===== config.mk =====
export PLATFORM = sky130hd
export DESIGN_NAME = matrix_slot_allocator
export DESIGN_NICKNAME = d
export VERILOG_FILES = /design/src/rtl/matrix_slot_allocator.sv
export SDC_FILE = /design/constraint.sdc
export NUM_CORES = 1
export LEC_CHECK = 0
export CORE_MARGIN = 2
export CORE_UTILIZATION = 57
export CTS_BUF_LIST = sky130_fd_sc_hd__clkbuf_16
export DETAILED_ROUTE_END_ITERATION = 6
export DONT_BUFFER_PORTS = 1
export PLACE_DENSITY = 0.72
export SLEW_MARGIN = 40
export SYNTH_ARGS = -nofsm -noshare
export SYNTH_HDL_FRONTEND = slang
export SYNTH_SLANG_ARGS = --single-unit
export TNS_END_PERCENT = 5

===== constraint.sdc =====
create_clock -name clk -period 8.95 [get_ports clk]
set_input_delay 0.895 -clock clk [delete_from_list [all_inputs] [get_ports clk]]
set_output_delay 0.895 -clock clk [all_outputs]
set_load 0.005 [all_outputs]

===== src/rtl/matrix_slot_allocator.sv =====
// matrix_slot_allocator
// Storage stage behind the UART input subsystem. A dimension request (m, n)
// is range checked, then an 8-cycle scan of the slot table picks a victim
// slot (oldest same-shape matrix when the per-shape limit is reached, else
// the lowest free slot, else the oldest matrix overall). The element stream
// is then absorbed into the shared RAM inside the granted window, and the
// slot is committed on w_rx_done or when a fresh request arrives.
//
// Request handshake: w_dims_valid is a level that the requester holds high
// while it waits. A request is taken only when the block is "armed", i.e.
// w_dims_valid has been seen low at least once since the previous grant or
// range error. The grant is the one-cycle w_addr_ready pulse, with
// w_base_addr/w_cur_slot valid in that cycle and held until the next grant.
module matrix_slot_allocator #(
    parameter int NUM_SLOTS   = 8,
    parameter int SLOT_WORDS  = 25,
    parameter int MAX_PER_DIM = 2,
    parameter int DATA_W      = 4
) (
    input  logic                 clk,
    input  logic                 rst_n,
    input  logic                 w_en_input,
    input  logic                 w_dims_valid,
    input  logic [31:0]          w_dim_m,
    input  logic [31:0]          w_dim_n,
    input  logic                 w_input_we,
    input  logic [7:0]           w_real_addr,
    input  logic [31:0]          w_input_data,
    input  logic                 w_rx_done,
    output logic [7:0]           w_base_addr,
    output logic                 w_addr_ready,
    output logic                 w_alloc_err,
    output logic                 w_wr_drop,
    output logic [NUM_SLOTS-1:0] w_slot_valid,
    output logic [2:0]           w_cur_slot,
    input  logic [2:0]           w_rd_slot,
    input  logic [4:0]           w_rd_idx,
    output logic [DATA_W-1:0]    w_rd_data,
    output logic [2:0]           w_rd_m,
    output logic [2:0]           w_rd_n,
    output logic [1:0]           fsm_state
);

    localparam int DEPTH = NUM_SLOTS * SLOT_WORDS;

    localparam logic [1:0] ST_IDLE  = 2'd0;
    localparam logic [1:0] ST_SCAN  = 2'd1;
    localparam logic [1:0] ST_GRANT = 2'd2;
    localparam logic [1:0] ST_FILL  = 2'd3;

    logic [1:0]        state;
    logic              armed;
    logic              pending;
    logic [2:0]        cur_m;
    logic [2:0]        cur_n;
    logic [7:0]        seq_ctr;
    logic [8:0]        fill_end;

    // slot table
    logic [2:0]        tbl_m   [NUM_SLOTS];
    logic [2:0]        tbl_n   [NUM_SLOTS];
    logic [7:0]        tbl_seq [NUM_SLOTS];

    // scan trackers
    logic [2:0]        scan_idx;
    logic              free_found;
    logic [2:0]        free_slot;
    logic [3:0]        match_cnt;
    logic [2:0]        match_slot;
    logic [7:0]        match_age;
    logic              all_found;
    logic [2:0]        all_slot;
    logic [7:0]        all_age;

    // element storage (not reset)
    logic [DATA_W-1:0] mem [DEPTH];

    // combinational helpers
    logic              dims_ok;
    logic              req_take;
    logic              req_window;
    logic              start_scan;
    logic              req_err;
    logic              do_grant;
    logic              do_commit;
    logic              scan_valid;
    logic              scan_match;
    logic [7:0]        scan_age;
    logic [2:0]        victim;
    logic [7:0]        victim_base;
    logic [5:0]        fill_len;
    logic              wr_hit;
    logic [15:0]       rd_lin;
    logic              rd_slot_ok;
    logic              rd_ok;
    logic [7:0]        rd_addr;
    logic              unused_data_bits;

    assign fsm_state        = state;
    assign unused_data_bits = ^w_input_data[31:DATA_W];

    // Request decode: range check on the full 32-bit dims, and the states
    // in which a rearmed request is honoured (w_rx_done wins in FILL).
    always_comb begin
        dims_ok    = (w_dim_m >= 32'd1) && (w_dim_m <= 32'd5) &&
                     (w_dim_n >= 32'd1) && (w_dim_n <= 32'd5);
        req_take   = w_en_input && w_dims_valid && armed;
        req_window = (state == ST_IDLE) || ((state == ST_FILL) && !w_rx_done);
        start_scan = req_take && req_window && dims_ok;
        req_err    = req_take && req_window && !dims_ok;
        do_grant   = w_en_input && (state == ST_GRANT);
        do_commit  = w_en_input && (state == ST_FILL) && pending &&
                     (w_rx_done || req_take);
    end

    // Examine the slot addressed by the scan counter; age is modulo 256.
    always_comb begin
        scan_valid = w_slot_valid[scan_idx];
        scan_age   = seq_ctr - tbl_seq[scan_idx];
        scan_match = scan_valid && (tbl_m[scan_idx] == cur_m) &&
                     (tbl_n[scan_idx] == cur_n);
    end

    // Victim choice from the finished scan, and the window it will own.
    always_comb begin
        if (int'(match_cnt) >= MAX_PER_DIM) begin
            victim = match_slot;
        end else if (free_found) begin
            victim = free_slot;
        end else begin
            victim = all_slot;
        end
        victim_base = 8'(int'(victim) * SLOT_WORDS);
        fill_len    = {3'b000, cur_m} * {3'b000, cur_n};
    end

    // A write lands only inside the granted window while filling.
    always_comb begin
        wr_hit = w_input_we && w_en_input && (state == ST_FILL) &&
                 ({1'b0, w_real_addr} >= {1'b0, w_base_addr}) &&
                 ({1'b0, w_real_addr} < fill_end);
    end

    // Read address decode; slots beyond the table read as zero.
    always_comb begin
        rd_lin     = 16'(w_rd_slot) * 16'(SLOT_WORDS) + 16'(w_rd_idx);
        rd_slot_ok = 32'(w_rd_slot) < NUM_SLOTS;
        rd_ok      = rd_slot_ok && (rd_lin < 16'(DEPTH));
        rd_addr    = rd_lin[7:0];
        w_rd_m     = 3'd0;
        w_rd_n     = 3'd0;
        if (rd_slot_ok) begin
            w_rd_m = tbl_m[w_rd_slot];
            w_rd_n = tbl_n[w_rd_slot];
        end
    end

    // FSM: IDLE -> SCAN (NUM_SLOTS cycles) -> GRANT -> FILL; enable low aborts.
    always_ff @(posedge clk or negedge rst_n) begin
        if (!rst_n) begin
            state <= ST_IDLE;
        end else if (!w_en_input) begin
            state <= ST_IDLE;
        end else begin
            case (state)
                ST_IDLE: begin
                    if (start_scan) begin
                        state <= ST_SCAN;
                    end
                end
                ST_SCAN: begin
                    if (scan_idx == 3'(NUM_SLOTS - 1)) begin
                        state <= ST_GRANT;
                    end
                end
                ST_GRANT: begin
                    state <= ST_FILL;
                end
                ST_FILL: begin
                    if (w_rx_done) begin
                        state <= ST_IDLE;
                    end else if (req_take) begin
                        state <= dims_ok ? ST_SCAN : ST_IDLE;
                    end
                end
                default: begin
                    state <= ST_IDLE;
                end
            endcase
        end
    end

    // Rearm, pending flag, latched dims and the committed-slot bitmap.
    always_ff @(posedge clk or negedge rst_n) begin
        if (!rst_n) begin
            armed        <= 1'b1;
            pending      <= 1'b0;
            cur_m        <= 3'd0;
            cur_n        <= 3'd0;
            w_slot_valid <= '0;
        end else begin
            if (do_grant || req_err) begin
                armed <= 1'b0;
            end else if (!w_dims_valid) begin
                armed <= 1'b1;
            end

            if (!w_en_input || do_commit) begin
                pending <= 1'b0;
            end else if (do_grant) begin
                pending <= 1'b1;
            end

            if (start_scan) begin
                cur_m <= w_dim_m[2:0];
                cur_n <= w_dim_n[2:0];
            end

            if (do_grant) begin
                w_slot_valid[victim] <= 1'b0;
            end else if (do_commit) begin
                w_slot_valid[w_cur_slot] <= 1'b1;
            end
        end
    end

    // Scan trackers: lowest free, matching count/oldest, oldest overall.
    always_ff @(posedge clk or negedge rst_n) begin
        if (!rst_n) begin
            scan_idx   <= 3'd0;
            free_found <= 1'b0;
            free_slot  <= 3'd0;
            match_cnt  <= 4'd0;
            match_slot <= 3'd0;
            match_age  <= 8'd0;
            all_found  <= 1'b0;
            all_slot   <= 3'd0;
            all_age    <= 8'd0;
        end else if (start_scan) begin
            scan_idx   <= 3'd0;
            free_found <= 1'b0;
            match_cnt  <= 4'd0;
            all_found  <= 1'b0;
        end else if (w_en_input && (state == ST_SCAN)) begin
            scan_idx <= scan_idx + 3'd1;
            if (!scan_valid && !free_found) begin
                free_found <= 1'b1;
                free_slot  <= scan_idx;
            end
            if (scan_match) begin
                match_cnt <= match_cnt + 4'd1;
                if ((match_cnt == 4'd0) || (scan_age > match_age)) begin
                    match_slot <= scan_idx;
                    match_age  <= scan_age;
                end
            end
            if (scan_valid && (!all_found || (scan_age > all_age))) begin
                all_found <= 1'b1;
                all_slot  <= scan_idx;
                all_age   <= scan_age;
            end
        end
    end

    // Slot table update and sequence stamping at grant time.
    always_ff @(posedge clk or negedge rst_n) begin
        if (!rst_n) begin
            for (int i = 0; i < NUM_SLOTS; i++) begin
                tbl_m[i]   <= 3'd0;
                tbl_n[i]   <= 3'd0;
                tbl_seq[i] <= 8'd0;
            end
            seq_ctr <= 8'd0;
        end else if (do_grant) begin
            tbl_m[victim]   <= cur_m;
            tbl_n[victim]   <= cur_n;
            tbl_seq[victim] <= seq_ctr;
            seq_ctr         <= seq_ctr + 8'd1;
        end
    end

    // Grant outputs and the one-cycle status pulses.
    always_ff @(posedge clk or negedge rst_n) begin
        if (!rst_n) begin
            w_base_addr  <= 8'd0;
            w_cur_slot   <= 3'd0;
            fill_end     <= 9'd0;
            w_addr_ready <= 1'b0;
            w_alloc_err  <= 1'b0;
            w_wr_drop    <= 1'b0;
        end else begin
            w_addr_ready <= do_grant;
            w_alloc_err  <= req_err;
            w_wr_drop    <= w_input_we && !wr_hit;
            if (do_grant) begin
                w_base_addr <= victim_base;
                w_cur_slot  <= victim;
                fill_end    <= {1'b0, victim_base} + {3'b000, fill_len};
            end
        end
    end

    // Element RAM write port.
    always_ff @(posedge clk) begin
        if (wr_hit) begin
            mem[w_real_addr] <= w_input_data[DATA_W-1:0];
        end
    end

    // Registered read port; a same-cycle write is seen on the next read.
    always_ff @(posedge clk or negedge rst_n) begin
        if (!rst_n) begin
            w_rd_data <= '0;
        end else begin
            w_rd_data <= rd_ok ? mem[rd_addr] : '0;
        end
    end

endmodule


==> results of run 1 <==
## synth_stat cells (all sizes together), types with 4 or more instances
cell / instances / area (um^2)
buf: 66 / 350
o211ai: 8 / 60.1
nand4: 10 / 62.6
mux4: 271 / 6130
nand3: 43 / 215
nor3: 14 / 70.1
nand2: 102 / 383
or3: 4 / 25.0
nor4: 217 / 1370
clkbuf: 121 / 454
and2: 6 / 37.5
and3: 5 / 31.3
dfrtp: 194 / 4850
nand2b: 9 / 56.3
xnor2: 15 / 131
edfxtp: 800 / 24000
a211oi: 12 / 95.1
xor2: 14 / 123
nor2: 47 / 176
fa: 7 / 140
a21o: 21 / 158
inv: 63 / 236
o21a: 13 / 97.6
mux2i: 41 / 410
o22ai: 9 / 56.3
o21ai: 51 / 255
a21oi: 26 / 130
ha: 81 / 1010
mux2: 142 / 1630
nor2b: 21 / 131
## kinds of logic (layout without fill, tap and decap cells)
family                   after synthesis  after routing  synth area share [%]
multiplexers                         454            454                  18.9
AO/OA/AOI/OAI                        165            165                  2.49
flip-flops                           995            995                  66.8
AND/OR/NAND/NOR                      488            488                  6.10
XOR/XNOR                              29             29                 0.587
adder cells (fa/ha/maj)               88             88                  2.67
buffers and inverters                251            293                  2.42
## final cells by class
type	count	area share, %
Clock inverter	88	1.60
Tap cell	969	2.49
Inverter	64	0.494
Multi-Input combinational cell	1224	29.8
Timing Repair Buffer	41	1.05
Clock buffer	100	5.14
Sequential cell	995	59.4
## stage by stage
step / utilization [%] / cell area (um^2) / std cells / worst slack (ns) / hold slack, ns
detailed placement: 59.4 / 44400 / 3287 / 3.79 / 0.470
CTS: 63.8 / 47700 / 3476 / 3.80 / 0.0621
global route: 65.0 / 48600 / 3481 / 3.60 / 0.0684
floorplan: - / 43200 / 2470 / 3.61 / 0.445
finish: 65.0 / 48600 / 3481 / 3.98 / 0.0800
global placement: 58.8 / 44000 / 3282 / 3.53 / 0.459
## power groups by stage
stage / Combinational [mW] / Clock (mW) / Sequential (mW)
after floorplan: 1.23 / 0 / 5.19
after global placement: 1.62 / 0 / 5.26
after detailed placement: 1.70 / 0 / 5.25
after CTS: 1.73 / 4.20 / 5.16
after global routing: 1.91 / 4.40 / 5.17
final: 1.79 / 4.16 / 5.16
## final timing paths
kind / endpoint / slack [ns] / cells after the start
max: match_age[7]$_DFFE_PN0P_ / 3.98 / 16
min: w_wr_drop$_DFF_PN0_ / 0.08 / 1
max reg2reg: match_age[7]$_DFFE_PN0P_ / 3.98 / 16
min reg2reg: tbl_seq[32]$_DFFE_PN0P_ / 0.48 / 2
max in group asynchronous: tbl_seq[21]$_DFFE_PN0P_ / 7.84 / 2
min in group clk: w_wr_drop$_DFF_PN0_ / 0.33 / 1
## metal layers
metal  global-route usage, %  vias up
li1                        -     9912
met1                    39.5    12400
met2                    40.4     1218
met3                    5.57      174
met4                    8.53        0
met5                       0        -
## timing repair
action                                  4_1_cts  5_1_grt
setup buffers                                 0        0
resized for setup                             0        0
endpoints found under the hold margin       194        0
endpoints found under the setup margin        0        0
hold buffers                                  1        0
## critical path, delay by kind of cell (launching register included)
family | cells | cell delay [ns]
AOI/OAI and AO/OA | 10 | 1.95
xor gates and xnor gates | 1 | 0.34
adders and majority gates | 2 | 0.61
DFF | 1 | 0.67
muxes | 3 | 1.25
## flip-flops by register name, indices dropped and copies added, names as in the netlist, 2 cells and up
register	cells
match_slot	3
scan_idx	3
w_rd_data	4
w_slot_valid	8
fsm_state	2
seq_ctr	8
mem	800
cur_n	3
free_slot	3
cur_m	3
all_age	8
w_base_addr	7
match_age	8
tbl_n	24
all_slot	3
tbl_m	24
match_cnt	4
tbl_seq	64
fill_end	9
==> summary.txt, run 1 <==
outcome -> complete, no violations
Tmin final -> 4.97 ns
area of the die -> 0.0781 mm^2
DRT met1 WL -> 41200 um
DRC errors left -> 0
Clock Sink Count -> 995
vias in the first global route -> 24000
max cap viols -> 0
number of library cell types mapped by synthesis -> 64
dominant synthesized flop cell -> sky130_fd_sc_hd__edfxtp_1
Worst Setup SP -> scan_idx[0]$_DFFE_PN0P_
global-route congestion overflow total -> 0
cell type of the slowest stage on the worst timing path -> sky130_fd_sc_hd__dfrtp_2
number of optimization iterations in the first detailed-route pass -> 6
Internal Power -> 8.13 mW
overall power of the completed layout -> 11.1 mW
number of antenna cells inserted -> 0
part of the power in registers -> 46.5%
Die Span X -> 279 um
H-tree level count -> 3
Antenna Nets Post-Route -> 0
post-synthesis to final-layout area growth -> 12.5%
proportion of synthesized flip-flops having asynchronous set or reset -> 19.6%
number of port buffers -> 0
net switching power -> 2.98 mW
start-to-end type of the worst setup path -> flip-flop to flip-flop
setup total negative slack -> 0 ns
IO Count -> 152
share of cells above drive strength 1 -> 31.7%
crit path capture type -> flip-flop
Post-Synthesis Net Count -> 2676
IR Drop Worst-Case VDD -> 217 uV
power share of the combinational group -> 16.1%
met2 wire length -> 48500 um
standby leakage power -> 16.6 nW
total wire length after detailed routing -> 103000 um
TritonCTS clock tree -> done
RSZ-0062 raised after global routing -> no
effective utilization at floorplan -> 57.8%
Longest Clk Path Bufs -> 3
Mapped Avg Cell Area -> 17.5 um^2
via count -> 23700
area occupied by multi-input gates -> 0.0145 mm^2
overall die height -> 279 um
Root Buffer -> sky130_fd_sc_hd__clkbuf_16
Max Clock Skew -> 0.0563 ns
fmax -> 201 MHz
fill count -> 4968
Clk Latency, worst-skew pair -> 0.69 ns
share of synthesized area occupied by flip-flops and latches -> 66.8%
sequential standard cell area -> 0.0289 mm^2
CP Data Required Time -> 9.47 ns
data arrival time of the worst path -> 5.49 ns
top layer in use -> met4
wire length of the first global-routing pass -> 155000 um
routed len/inst -> 29.5 um
number of buffers added by the clock tree synthesis step -> 100
period utilization -> 55.5%
Core Box Area -> 0.0748 mm^2
Critical R2R Launch -> scan_idx[0]$_DFFE_PN0P_
Detailed Route Iter0 Violations -> 2860
global router's overall resource usage -> 26.7%
count of warnings emitted by yosys -> 0
sort of element at the start of the critical path -> flip-flop
number of pins exceeding their max-slew limit in the final report -> 0
worst slew margin relative to its limit -> 40.2%
power density cells -> 228 mW/mm^2
clock input transition at the sequential cells of the worst setup and hold paths -> 0.06 ns
Crit Path Max Fanout -> 13
Syn Std Cell Area -> 0.0432 mm^2
count of flip-flops with a built-in enable after synthesis -> 800
synthesized instance count -> 2470
HP Class -> primary input to asynchronous set/reset pin
# nets final -> 2632
Detailed Place HPWL -> 59900 um
total length of routed met3 wires -> 10200 um
final hold viol count -> 0
Site Rows -> 100
pin slew with the least headroom to its limit -> 0.895 ns
largest net degree at the start of global routing -> 201
crit path cell chain -> mux4_2 > mux2i_1 > ha_1 > a21o_1 > a21o_1 > a21oi_1 > o21bai_1 > xor2_1 > ha_1 > a21o_1 > a21o_1 > a21oi_1 > o21ai_0 > o21a_1 > o221ai_4 > mux2_2
most common cell after layout, fill and taps aside -> sky130_fd_sc_hd__edfxtp_1
critical path's largest stage delay -> 0.67 ns
antenna violations before repair -> 0
number of storage elements in the synthesis netlist -> 995
final RePlAce weighted congestion -> 0.838
Net Sw Frac -> 26.8%
cell with the most instances on the worst path -> sky130_fd_sc_hd__a21o_1
ratio of routed vias to standard cells -> 6.81
commonest cells after routing, fill and taps aside -> sky130_fd_sc_hd__edfxtp_1, sky130_fd_sc_hd__mux4_2, sky130_fd_sc_hd__dfrtp_1
count of endpoints failing setup in the final report -> 0
clock network fraction of total power -> 37.4%
Power figures use the tool's default switching activity.
==> inputs of run 2 (changes only) <==
Settings changed: PLACE_DENSITY 0.72 to 0.75.
Clock period 8.95 ns to 4 ns, I/O delays scaled along.
==> summary.txt, run 2 (same netlist as run 1, synthesis figures left out) <==
global router's overall resource usage -> 27.5% (+0.85 points)
crit path capture type -> flip-flop
Core Box Area -> 0.0748 mm^2 (unchanged)
routed len/inst -> 29.6 um (+0.41%)
wire length of the first global-routing pass -> 160000 um (+2.9%)
global-route congestion overflow total -> 0 (unchanged)
area of the die -> 0.0781 mm^2 (unchanged)
Tmin final -> 4.23 ns (-0.741 ns)
CP Data Required Time -> 4.54 ns (-4.93 ns)
max FFs per register -> 800 (unchanged)
gr busiest metal -> met2
Cells after DPL -> 3399 (+3.4%)
vias in the first global route -> 25200 (+4.7%)
Detailed Place HPWL -> 64100 um (+7.0%)
commonest cells after routing, fill and taps aside -> sky130_fd_sc_hd__edfxtp_1, sky130_fd_sc_hd__mux4_2, sky130_fd_sc_hd__dfrtp_1
Biggest register -> mem
minimum setup slack after placement -> -0.223 ns (-4.01 ns)
power density cells -> 513 mW/mm^2 (+120%)
number of optimization iterations in the first detailed-route pass -> 7 (+1)
IR Drop Worst-Case VDD -> 363 uV (+67%)
number of buffers added by the clock tree synthesis step -> 99 (-1.0%)
length in cells of the worst reg-to-reg path -> 19 (+3)
capture instance of the worst register-to-register path -> all_slot[1]$_DFFE_PN0P_
worst slew margin relative to its limit -> 37.2% (-3.0 points)
ratio of routed vias to standard cells -> 6.81 (about the same)
final hold viol count -> 195 (+195)
RSZ-0062 raised after global routing -> yes
via count -> 24600 (+3.7%)
# nets final -> 2761 (+4.9%)
flop-to-flop setup slack -> -0.23 ns (-4.21 ns)
post-synthesis to final-layout area growth -> 15.0%
setup total negative slack -> -3.91 ns (-3.91 ns)
worst hold slack across all endpoints -> -0.569 ns (-0.649 ns)
overall die height -> 279 um (unchanged)
Critical R2R Launch -> scan_idx[0]$_DFFE_PN0P_
standby leakage power -> 17.2 nW (+4.2%)
Longest Clk Path Bufs -> 3 (unchanged)
Crit Path Max Fanout -> 6 (-7)
antenna violations before repair -> 2 (+2)
global-route track usage on met1 -> 38.6% (-0.88 points)
data arrival time of the worst path -> 4.77 ns (-0.72 ns)
effective utilization at floorplan -> 57.8% (unchanged)
start-to-end type of the worst setup path -> flip-flop to flip-flop
sort of element at the start of the critical path -> flip-flop
pin slew with the least headroom to its limit -> 0.941 ns (+0.0466 ns)
H-tree level count -> 3 (unchanged)
Die Span X -> 279 um (unchanged)
violated checks -> design-rule violations, negative hold slack, negative setup slack
number of port buffers -> 0 (unchanged)
final cell count without fillers -> 3610 (+3.7%)
M3 GR Usage -> 6.63% (+1.1 points)
IO Count -> 152 (unchanged)
largest registers -> mem: 800 flops, tbl_seq: 64 flops
number of pins exceeding their max-slew limit in the final report -> 0 (unchanged)
Max Clock Skew -> 0.0343 ns (-0.0220 ns)
Clock Sink Count -> 995 (unchanged)
fmax -> 237 MHz (+18%)
Detailed Route Iter0 Violations -> 3409 (+19%)
HP Class -> primary input to asynchronous set/reset pin
clock input transition at the sequential cells of the worst setup and hold paths -> 0.06 ns (about the same)
outcome -> finished, violations left
most common cell after layout, fill and taps aside -> sky130_fd_sc_hd__edfxtp_1
DRC errors left -> 5 (+5)
met2 Use GR -> 42.6% (+2.1 points)
CTS Hold Bufs -> 14 (+13)
largest net degree at the start of global routing -> 201 (unchanged)
post-route setup slack -> -0.225 ns (-4.21 ns)
final RePlAce weighted congestion -> 0.872 (+4.0%)
max cap viols -> 0 (unchanged)
Clk Latency, worst-skew pair -> 0.66 ns (-0.03 ns)
Antenna Nets Post-Route -> 0 (unchanged)
period utilization -> 106% (+50 points)
total wire length after detailed routing -> 107000 um (+4.1%)
count of endpoints failing setup in the final report -> 22 (+22)
TritonCTS clock tree -> done
Root Buffer -> sky130_fd_sc_hd__clkbuf_16
Site Rows -> 100 (unchanged)
overall power of the completed layout -> 25.5 mW (+130%)
share of cells above drive strength 1 -> 34.1% (+2.4 points)
## run 2: repair_timing
action	4_1_cts	5_1_grt
hold endpoints to repair	1008	195
cloned	1	0
buffers inserted	3	5
pin swaps	10	12
endpoints found under the setup margin	22	22
gates resized for setup	17	12
## run 2: per-layer routing
| layer | vias up | share of wire, % |
|---|---|---|
| li1 | 10200 | - |
| met1 | 12800 | 39 |
| met2 | 1350 | 48 |
| met3 | 251 | 10 |
| met4 | 2 | 3.4 |
| met5 | - | 0.073 |
## run 2: power breakdown
part / leakage, nW / switching [mW] / internal [mW]
combinational: 5.78 / 2.70 / 1.98
sequential: 9.82 / 0.189 / 11.3
clock: 1.64 / 4.01 / 5.27
## run 2: worst max-delay path: stages, from the launching register on
cell and delay, ns:
sky130_fd_sc_hd__dfrtp_2 0.47, sky130_fd_sc_hd__buf_12 0.15, sky130_fd_sc_hd__mux4_2 0.34, sky130_fd_sc_hd__mux2_4 0.16, sky130_fd_sc_hd__ha_4 0.13, sky130_fd_sc_hd__inv_4 0.03
sky130_fd_sc_hd__fa_1 0.38, sky130_fd_sc_hd__a21o_1 0.19, sky130_fd_sc_hd__a21oi_1 0.19, sky130_fd_sc_hd__o21bai_1 0.11, sky130_fd_sc_hd__a21oi_2 0.19, sky130_fd_sc_hd__xnor2_2 0.10
sky130_fd_sc_hd__ha_1 0.34, sky130_fd_sc_hd__a21o_1 0.17, sky130_fd_sc_hd__a21oi_2 0.08, sky130_fd_sc_hd__a21o_1 0.19, sky130_fd_sc_hd__a31o_4 0.21, sky130_fd_sc_hd__a211oi_4 0.19
sky130_fd_sc_hd__buf_6 0.17, sky130_fd_sc_hd__mux2_4 0.31
## run 2: how the worst max path moves through the flow
stage,start,end,slack [ns],cells past startpoint
after global placement,scan_idx[0]$_DFFE_PN0P_,match_age[7]$_DFFE_PN0P_,-0.18,18
after floorplan,scan_idx[0]$_DFFE_PN0P_,all_age[7]$_DFFE_PN0P_,-0.44,20
after detailed placement,scan_idx[0]$_DFFE_PN0P_,match_age[7]$_DFFE_PN0P_,-0.22,18
after global routing,scan_idx[0]$_DFFE_PN0P_,all_slot[1]$_DFFE_PN0P_,-0.36,19
after CTS,scan_idx[0]$_DFFE_PN0P_,match_slot[1]$_DFFE_PN0P_,-0.15,17
final,scan_idx[0]$_DFFE_PN0P_,all_slot[1]$_DFFE_PN0P_,-0.23,19
## run 2: layout make-up
type	count	area, um^2
Clock buffer	101	2530
Antenna cell	2	5.00
Timing Repair Buffer	171	1680
Fill cell	4745	25100
Tap cell	969	1210
Inverter	64	243
Multi-Input combinational cell	1224	14400
Sequential cell	995	28900
Clock inverter	84	763
## run 2: through the flow
stage               instance area (um^2)  util, %
global route                       49700     66.4
finish                             49700     66.4
detailed placement                 45200     60.5
CTS                                48800     65.3
global placement                   45100     60.3
floorplan                          43300        -
==> RTL change, RTL diff (config.mk and constraints of run 2) <==
`DATA_W`: 4 -> 3.
--- a/src/rtl/matrix_slot_allocator.sv
+++ b/src/rtl/matrix_slot_allocator.sv
@@ -15,7 +15,7 @@
     parameter int NUM_SLOTS   = 8,
     parameter int SLOT_WORDS  = 25,
     parameter int MAX_PER_DIM = 2,
-    parameter int DATA_W      = 4
+    parameter int DATA_W      = 3
 ) (
     input  logic                 clk,
     input  logic                 rst_n,
Interface: changed (resized w_rd_data); port bits go from 152 to 151. The function was not compared with the original's and may differ.
==> RTL change against run 2 <==
- the run ends with hold timing, setup timing left
- sequential share of layout area decreased by 0.69 points
- sequential cell count fell by 201
- cell area is 20% lower
- synthesized cell count decreased by 12%
- non-clock buffer count decreased by 48
- critical path depth is 1 lower
- count of clock-buffer cells in the layout fell by 20
- setup slack worse by 58 ps
- synthesized area down 18%
- total power is 20% lower
- wire length down 19%
- critical endpoint is now all_age[7]
==> RTL change: results (changes against run 2) <==
Outcome
  • Outcome: finished with violations
  • Failing checks: hold timing, setup timing

Final layout
  • # clk buffers: 81 (-20%)
  • Comb_multi_in: 1,146 (-6.4%)
  • # diodes: 0 (-2)
  • Fraction of area in registers: 57.5% (-0.69 points)
  • Largest registers: mem: 600 flops, tbl_seq: 64 flops
  • Non-clk invs: 59 (-7.8%)
  • Final clock-cell share: 6.30% (-0.32 points)
  • NonClk Buf Share: 3.01% (-0.37 points)

Yosys
  • Cells after synthesis: 2,167 (-12%)
  • Largest cells by area after synthesis: edfxtp_1 51%, dfrtp_1 14%, mux4_2 13%
  • Synth unique cells: 62 (-3.1%)
  • EDFF count, synth: 600 (-25%)

Global route
  • Met2 Use GR: 44.0% (+1.4 points)
  • Total track usage: 27.4% (-0.15 points)
  • Antenna violations before repair: 0 (-2)
  • Grt met1 use: 37.3% (-1.3 points)

Power and ir drop
  • VDD IR max: 0.000424 V (+17%)
  • Combinational power: 3.89 mW (-17%)
  • P_clk: 7.25 mW (-22%)
  • Switching fraction of total power: 27.4% (+0.34 points)

Clocking
  • Post-CTS Setup Repair Bufs: 0 (-3)
  • Num CTS Buffers: 80 (-19%)

Place
  • GP Congestion: 0.865 (-0.73%)

Floorplan
  • Tapcells: 837 (-14%)

Timing
  • Final worst slack: -283 ps (-57.9 ps)
  • Slew @ Worst Pin: 884 ps (-57.0 ps)
  • Hold Slack: -522 ps (+46.8 ps)
  • Final setup violation count: 22 (unchanged)
  • Hold Violations, Final: 194 (-0.51%)

Drt
  • Met3 wire length: 7.80 mm (-27%)

Worst setup path
  • Crit-path slowest cell: mux4_2
  • WP data arrival: 4800 ps (+30 ps)
==> RTL change: cell count changes after synthesis, moves of 5 or more <==
cell | before | now
inv_1 | 63 | 57
clkbuf_1 | 121 | 111
buf_1 | 22 | 16
mux2_2 | 133 | 128
nand3_1 | 43 | 31
a211oi_1 | 11 | 5
edfxtp_1 | 800 | 600
mux2i_1 | 41 | 36
nand2_1 | 102 | 118
mux4_2 | 265 | 203
==> RTL change: logic make-up (layout without fill, tap and decap cells) <==
logic type / after synthesis / after routing / share of synthesized area (%)
fa+ha+maj: 88 / 88 / 3.24
buf+inv: 227 / 321 / 2.68
simple gates: 492 / 492 / 7.42
xor+xnor: 33 / 33 / 0.812
flops: 794 / 794 / 64.2
mux: 385 / 385 / 18.9
compound gates: 148 / 148 / 2.68
==> RTL change: path summary, 6_finish.rpt <==
path	to	slack, ps
max reg2reg	all_age[7]	-280
min in group clk	mem[48][2]	100
max in group asynchronous	armed	4060
max	all_age[7]	-280
min	tbl_m[4]	-520
min reg2reg	tbl_seq[0]	480
